[config.mk]
export PLATFORM = sky130hd
export DESIGN_NAME = vga_sync_gen_flat
export DESIGN_NICKNAME = d
export VERILOG_FILES = /design/src/rtl/vga_sync_gen_if.sv /design/src/rtl/vga_sync_gen.sv /design/src/flat_wrapper.sv
export SDC_FILE = /design/constraint.sdc
export NUM_CORES = 1
export LEC_CHECK = 0
export ABC_AREA = 1
export CAP_MARGIN = 20
export CORE_UTILIZATION = 49
export CTS_BUF_LIST = sky130_fd_sc_hd__clkbuf_16
export CTS_CLUSTER_SIZE = 30
export DETAILED_ROUTE_END_ITERATION = 7
export PLACE_DENSITY = 0.78
export SYNTH_ARGS = -nofsm -noshare
export SYNTH_HDL_FRONTEND = slang
export SYNTH_SLANG_ARGS = --single-unit
[constraint.sdc]
create_clock -name clk -period 3.25 [get_ports clk]
set_clock_uncertainty 0.05 [all_clocks]
set_input_delay 0.8125 -clock clk [delete_from_list [all_inputs] [get_ports clk]]
set_output_delay 0.8125 -clock clk [all_outputs]
set_load 0.1 [all_outputs]
[src/rtl/vga_sync_gen_if.sv]
// vga_sync_gen_if
// Bundles the scan-timing outputs of the VGA sync generator.
//   pix_en      : one-clk strobe at the pixel rate
//   hcount      : horizontal pixel index (11 bits)
//   vcount      : line index (11 bits)
//   HS / VS     : horizontal / vertical sync, active low
//   blank       : high outside the visible area
//   frame_start : one-clk strobe at the first pixel of each frame
// Modports: master = timing generator (drives), slave = renderer (samples).
interface vga_sync_gen_if;
    logic        pix_en;
    logic [10:0] hcount;
    logic [10:0] vcount;
    logic        HS;
    logic        VS;
    logic        blank;
    logic        frame_start;

    modport master (
        output pix_en, hcount, vcount, HS, VS, blank, frame_start
    );

    modport slave (
        input  pix_en, hcount, vcount, HS, VS, blank, frame_start
    );
endinterface

[src/rtl/vga_sync_gen.sv]
// vga_sync_gen
// Single-clock VGA timing generator (640x480 @ 60 Hz by default).
// A divider produces a pixel-rate enable from the board clock; the scan
// counters, sync pulses and blanking advance only on that enable.
// Ports:
//   clk : board clock (only clock domain)
//   rst : synchronous active-high reset
//   vga : timing outputs (pix_en, hcount, vcount, HS, VS, blank, frame_start)
module vga_sync_gen #(
    parameter int PIX_DIV = 4,
    parameter int H_VIS   = 640,
    parameter int H_FP    = 16,
    parameter int H_SYNC  = 96,
    parameter int H_BP    = 48,
    parameter int V_VIS   = 480,
    parameter int V_FP    = 10,
    parameter int V_SYNC  = 2,
    parameter int V_BP    = 33
) (
    input  logic           clk,
    input  logic           rst,
    vga_sync_gen_if.master vga
);
    localparam int H_TOT = H_VIS + H_FP + H_SYNC + H_BP;
    localparam int V_TOT = V_VIS + V_FP + V_SYNC + V_BP;
    localparam int DIV_W = (PIX_DIV > 1) ? $clog2(PIX_DIV) : 1;

    // Counter wrap points and decode boundaries. Boundaries use 12 bits
    // because the end of a sync region may equal 2048 on a legal set.
    localparam logic [DIV_W-1:0] DIV_LAST = DIV_W'(PIX_DIV - 1);
    localparam logic [DIV_W-1:0] DIV_PRE  = DIV_W'(PIX_DIV - 2);
    localparam logic [10:0]      H_LAST   = 11'(H_TOT - 1);
    localparam logic [10:0]      V_LAST   = 11'(V_TOT - 1);
    localparam logic [11:0]      H_VIS_B  = 12'(H_VIS);
    localparam logic [11:0]      V_VIS_B  = 12'(V_VIS);
    localparam logic [11:0]      HS_BEG   = 12'(H_VIS + H_FP);
    localparam logic [11:0]      HS_END   = 12'(H_VIS + H_FP + H_SYNC);
    localparam logic [11:0]      VS_BEG   = 12'(V_VIS + V_FP);
    localparam logic [11:0]      VS_END   = 12'(V_VIS + V_FP + V_SYNC);

    generate
        if (H_TOT > 2048 || V_TOT > 2048) begin : g_bad_totals
            $error("vga_sync_gen: H_TOT/V_TOT exceed 11-bit counter range");
        end
        if (PIX_DIV < 1) begin : g_bad_div
            $error("vga_sync_gen: PIX_DIV must be at least 1");
        end
    endgenerate

    logic [DIV_W-1:0] div_reg, div_next;
    logic             pix_en_reg, pix_en_next;
    logic [10:0]      h_reg, h_next;
    logic [10:0]      v_reg, v_next;
    logic             hs_reg, hs_next;
    logic             vs_reg, vs_next;
    logic             blank_reg, blank_next;

    always_comb begin
        div_next = (div_reg == DIV_LAST) ? '0 : div_reg + 1'b1;
        // pix_en is registered, so it is raised when div is about to become
        // PIX_DIV-1; it is then high exactly while div equals PIX_DIV-1.
        pix_en_next = (PIX_DIV == 1) ? 1'b1 : (div_reg == DIV_PRE);

        h_next = h_reg;
        v_next = v_reg;
        if (pix_en_reg) begin
            if (h_reg == H_LAST) begin
                h_next = '0;
                v_next = (v_reg == V_LAST) ? '0 : v_reg + 11'd1;
            end else begin
                h_next = h_reg + 11'd1;
            end
        end

        // Decode from the next counter values so the registered sync/blank
        // always describe the counts presented in the same cycle.
        hs_next    = !(({1'b0, h_next} >= HS_BEG) && ({1'b0, h_next} < HS_END));
        vs_next    = !(({1'b0, v_next} >= VS_BEG) && ({1'b0, v_next} < VS_END));
        blank_next = ({1'b0, h_next} >= H_VIS_B) || ({1'b0, v_next} >= V_VIS_B);
    end

    always_ff @(posedge clk) begin
        if (rst) begin
            div_reg    <= '0;
            pix_en_reg <= 1'b0;
            h_reg      <= '0;
            v_reg      <= '0;
            hs_reg     <= 1'b1;
            vs_reg     <= 1'b1;
            blank_reg  <= 1'b0;
        end else begin
            div_reg    <= div_next;
            pix_en_reg <= pix_en_next;
            h_reg      <= h_next;
            v_reg      <= v_next;
            hs_reg     <= hs_next;
            vs_reg     <= vs_next;
            blank_reg  <= blank_next;
        end
    end

    assign vga.pix_en      = pix_en_reg;
    assign vga.hcount      = h_reg;
    assign vga.vcount      = v_reg;
    assign vga.HS          = hs_reg;
    assign vga.VS          = vs_reg;
    assign vga.blank       = blank_reg;
    // AND of registers only, so no glitch can reach downstream logic.
    assign vga.frame_start = pix_en_reg && (h_reg == 11'd0) && (v_reg == 11'd0);
endmodule

[src/flat_wrapper.sv]
// flat-port wrapper written by rule: the top's interface ports become plain ports
module vga_sync_gen_flat 
#(
    parameter int PIX_DIV = 4,
    parameter int H_VIS   = 640,
    parameter int H_FP    = 16,
    parameter int H_SYNC  = 96,
    parameter int H_BP    = 48,
    parameter int V_VIS   = 480,
    parameter int V_FP    = 10,
    parameter int V_SYNC  = 2,
    parameter int V_BP    = 33
)
  (clk, rst, vga_pix_en, vga_hcount, vga_vcount, vga_HS, vga_VS, vga_blank, vga_frame_start);
  vga_sync_gen_if vga_i ();
  input  logic clk;
  input  logic rst;
  output wire logic [$bits(vga_i.pix_en)-1:0] vga_pix_en;
  output wire logic [$bits(vga_i.hcount)-1:0] vga_hcount;
  output wire logic [$bits(vga_i.vcount)-1:0] vga_vcount;
  output wire logic [$bits(vga_i.HS)-1:0] vga_HS;
  output wire logic [$bits(vga_i.VS)-1:0] vga_VS;
  output wire logic [$bits(vga_i.blank)-1:0] vga_blank;
  output wire logic [$bits(vga_i.frame_start)-1:0] vga_frame_start;
  assign vga_pix_en = vga_i.pix_en;
  assign vga_hcount = vga_i.hcount;
  assign vga_vcount = vga_i.vcount;
  assign vga_HS = vga_i.HS;
  assign vga_VS = vga_i.VS;
  assign vga_blank = vga_i.blank;
  assign vga_frame_start = vga_i.frame_start;
  vga_sync_gen #(.PIX_DIV(PIX_DIV), .H_VIS(H_VIS), .H_FP(H_FP), .H_SYNC(H_SYNC), .H_BP(H_BP), .V_VIS(V_VIS), .V_FP(V_FP), .V_SYNC(V_SYNC), .V_BP(V_BP)) u_core (.clk(clk), .rst(rst), .vga(vga_i));
endmodule
==> out/results.txt <==
diode count -> 0
Final HPWL DP -> 2790 µm
First-pass DRT Iterations -> 4
first-pass GRT wire length -> 6310 µm
# clock sinks -> 28
Fin. Hold Viols -> 0
Max-Cap Viols -> 0
Critical Path Sink Type -> output pin
I/O pin count -> 29
critical path class -> flop to output pin
Avg Vias per Cell -> 4.99
Hold WC Path Type -> flop to flop
Worst-Margin Slew -> 285 ps
Inst Count DP -> 319
final number of setup-violating endpoints -> 0
Main synth FF type -> dfxtp_1
fin cells -> 323
initial DRC count -> 89
Yosys warnings -> 0
clk_lat worst skew -> 260 ps
most common cell after layout, fill and taps aside -> nand2_1
share of post-route cells with drive strength above 1 -> 15.1%
Yosys top cell by area -> dfxtp_1
die area -> 0.00356 mm²
static leakage -> 0.972 nW
DRC -> 0
vias in the first global route -> 1506
Synth area leaders -> dfxtp_1 34%, nand2_1 13%, nor2_1 9.4%, inv_1 8.5%, nand3_1 7.1%
DR WL/cell -> 11.3 µm
worst-path maximum fanout -> 23
DR vias -> 1612
Synth Area per Inst -> 6.55 µm²
total power -> 0.000689 W
CTS Buffer Depth -> 2
Post-Route WL -> 3640 µm
hold bufs inserted after CTS -> 0
DIE WIDTH -> 59.7 µm
Post-synth EDFFs -> 0
pin count of the biggest net entering global routing -> 24
nets -> 288
fin util -> 64.0%
Final ANT Viol Nets -> 0
H-Tree Depth -> 1
most frequent cells in the layout -> 58 x nand2_1, 41 x nor2_1, 37 x inv_1
Max rail drop VDD -> 0.404 mV
post-layout minimum cycle time -> 2580 ps
root buffer cell -> clkbuf_16
core area -> 0.00310 mm²
num rows -> 20
Final period util -> 79.3%
Hold Worst Slack -> 404 ps
Max Clk Rate -> 388 MHz
antenna violations before repair -> 0
gpl congestion -> 0.886
Reg2Reg Depth -> 10
crit path launch type -> flop
Worst Path Arrival -> 1710 ps
post-synthesis cell area -> 0.00163 mm²
CP required -> 2390 ps
Initial Utilization -> 52.5%
sequential cell area fraction in the yosys report -> 34.4%
Rel. slew slack -> 81.0%
aggregate global routing overflow -> 0
pwr dens -> 347 mW/mm²
Yosys top cell area share -> 34.4%
FFs w/ async S/R, synth -> 0%
post_cts resized -> 0
Slew Viols, Final -> 0
#FFs+latches synth -> 28
RSZ-0062 raised after global routing -> false
Hold Path Depth -> 1
CTS tree -> built
Clock transition at path regs -> 60 ps
status -> completed
CTS buffer count -> 3
postcts setup bufs -> 0
sum of negative setup slack -> 0 ps
cell count after synthesis -> 249
count of input and output buffers -> 28
Die Ht -> 59.7 µm
Distinct cells, synth -> 27
GRT Util Overall -> 22.8%
Synthesized Nets -> 257
Layout area overhead -> 21.9%
## worst paths after layout
| check | slack [ps] | startpoint | end |
|---|---|---|---|
| setup / recovery | 670 | u_core.vga.pix_en | vga_frame_start |
| hold / removal | 400 | u_core.div_reg[0] | u_core.div_reg[0] |
| hold reg to reg | 400 | u_core.div_reg[0] | u_core.div_reg[0] |
| setup reg to reg | 1240 | u_core.vga.hcount[0] | u_core.vga.VS |
## where the power goes
part / internal [W] / switching, W / leakage (nW) / total (W)
Combinational: 0.0000170 / 0.0000467 / 0.707 / 0.0000637
Clock: 0.000165 / 0.000108 / 0.0385 / 0.000272
Sequential: 0.000349 / 0.00000422 / 0.226 / 0.000353
## critical path: stages, from the launching register on
cell and delay (ps):
dfxtp_1 320, buf_4 250, inv_1 180, nor4_1 270, and3_1 250, buf_12 180
## layer usage
metal	GRT usage, %	part of all wire (%)
met1	29.5	47
met2	39.4	47
met4	5.32	0.63
met5	0	0
met3	3.90	5.3
## synthesized netlist by cell type (2+ instances only)
cell,n
nand2_1,58
nor2_1,41
inv_1,37
dfxtp_1,28
nand3_1,23
nand4_1,13
nor3_1,8
a21oi_1,6
ha_1,6
o21ai_0,5
xor2_1,3
buf_2,2
clkbuf_1,2
nand3b_1,2
nor2_2,2
nor4_1,2
## cell families (layout without fill, tap and decap cells)
group	count (synthesis)	count (layout)	share of synthesized area, %
and+or+nand+nor	157	157	45.2
adders and majority gates	6	6	4.60
AOI/OAI and AO/OA	13	13	4.37
xor gates and xnor gates	3	3	1.61
buffers and inverters	42	72	9.82
DFF	28	28	34.4
## stage by stage
step | area (µm²) | setup slack, ps
2_1_floorplan | 1630 | 59.1
3_3_place_gp | 1910 | 1040
3_5_place_dp | 1910 | 980
4_1_cts | 1990 | 686
5_1_grt | 1990 | 535
6_report | 1990 | 674
## final cells by class
class / count / area, µm²
timing repair buffer: 30 / 240
fill: 303 / 1120
clock buffer: 3 / 75.1
clock inverter: 1 / 3.75
multi-input combinational: 179 / 910
tap: 44 / 55.1
sequential: 28 / 561
inverter: 38 / 143
(Power assumes the default switching activity.)
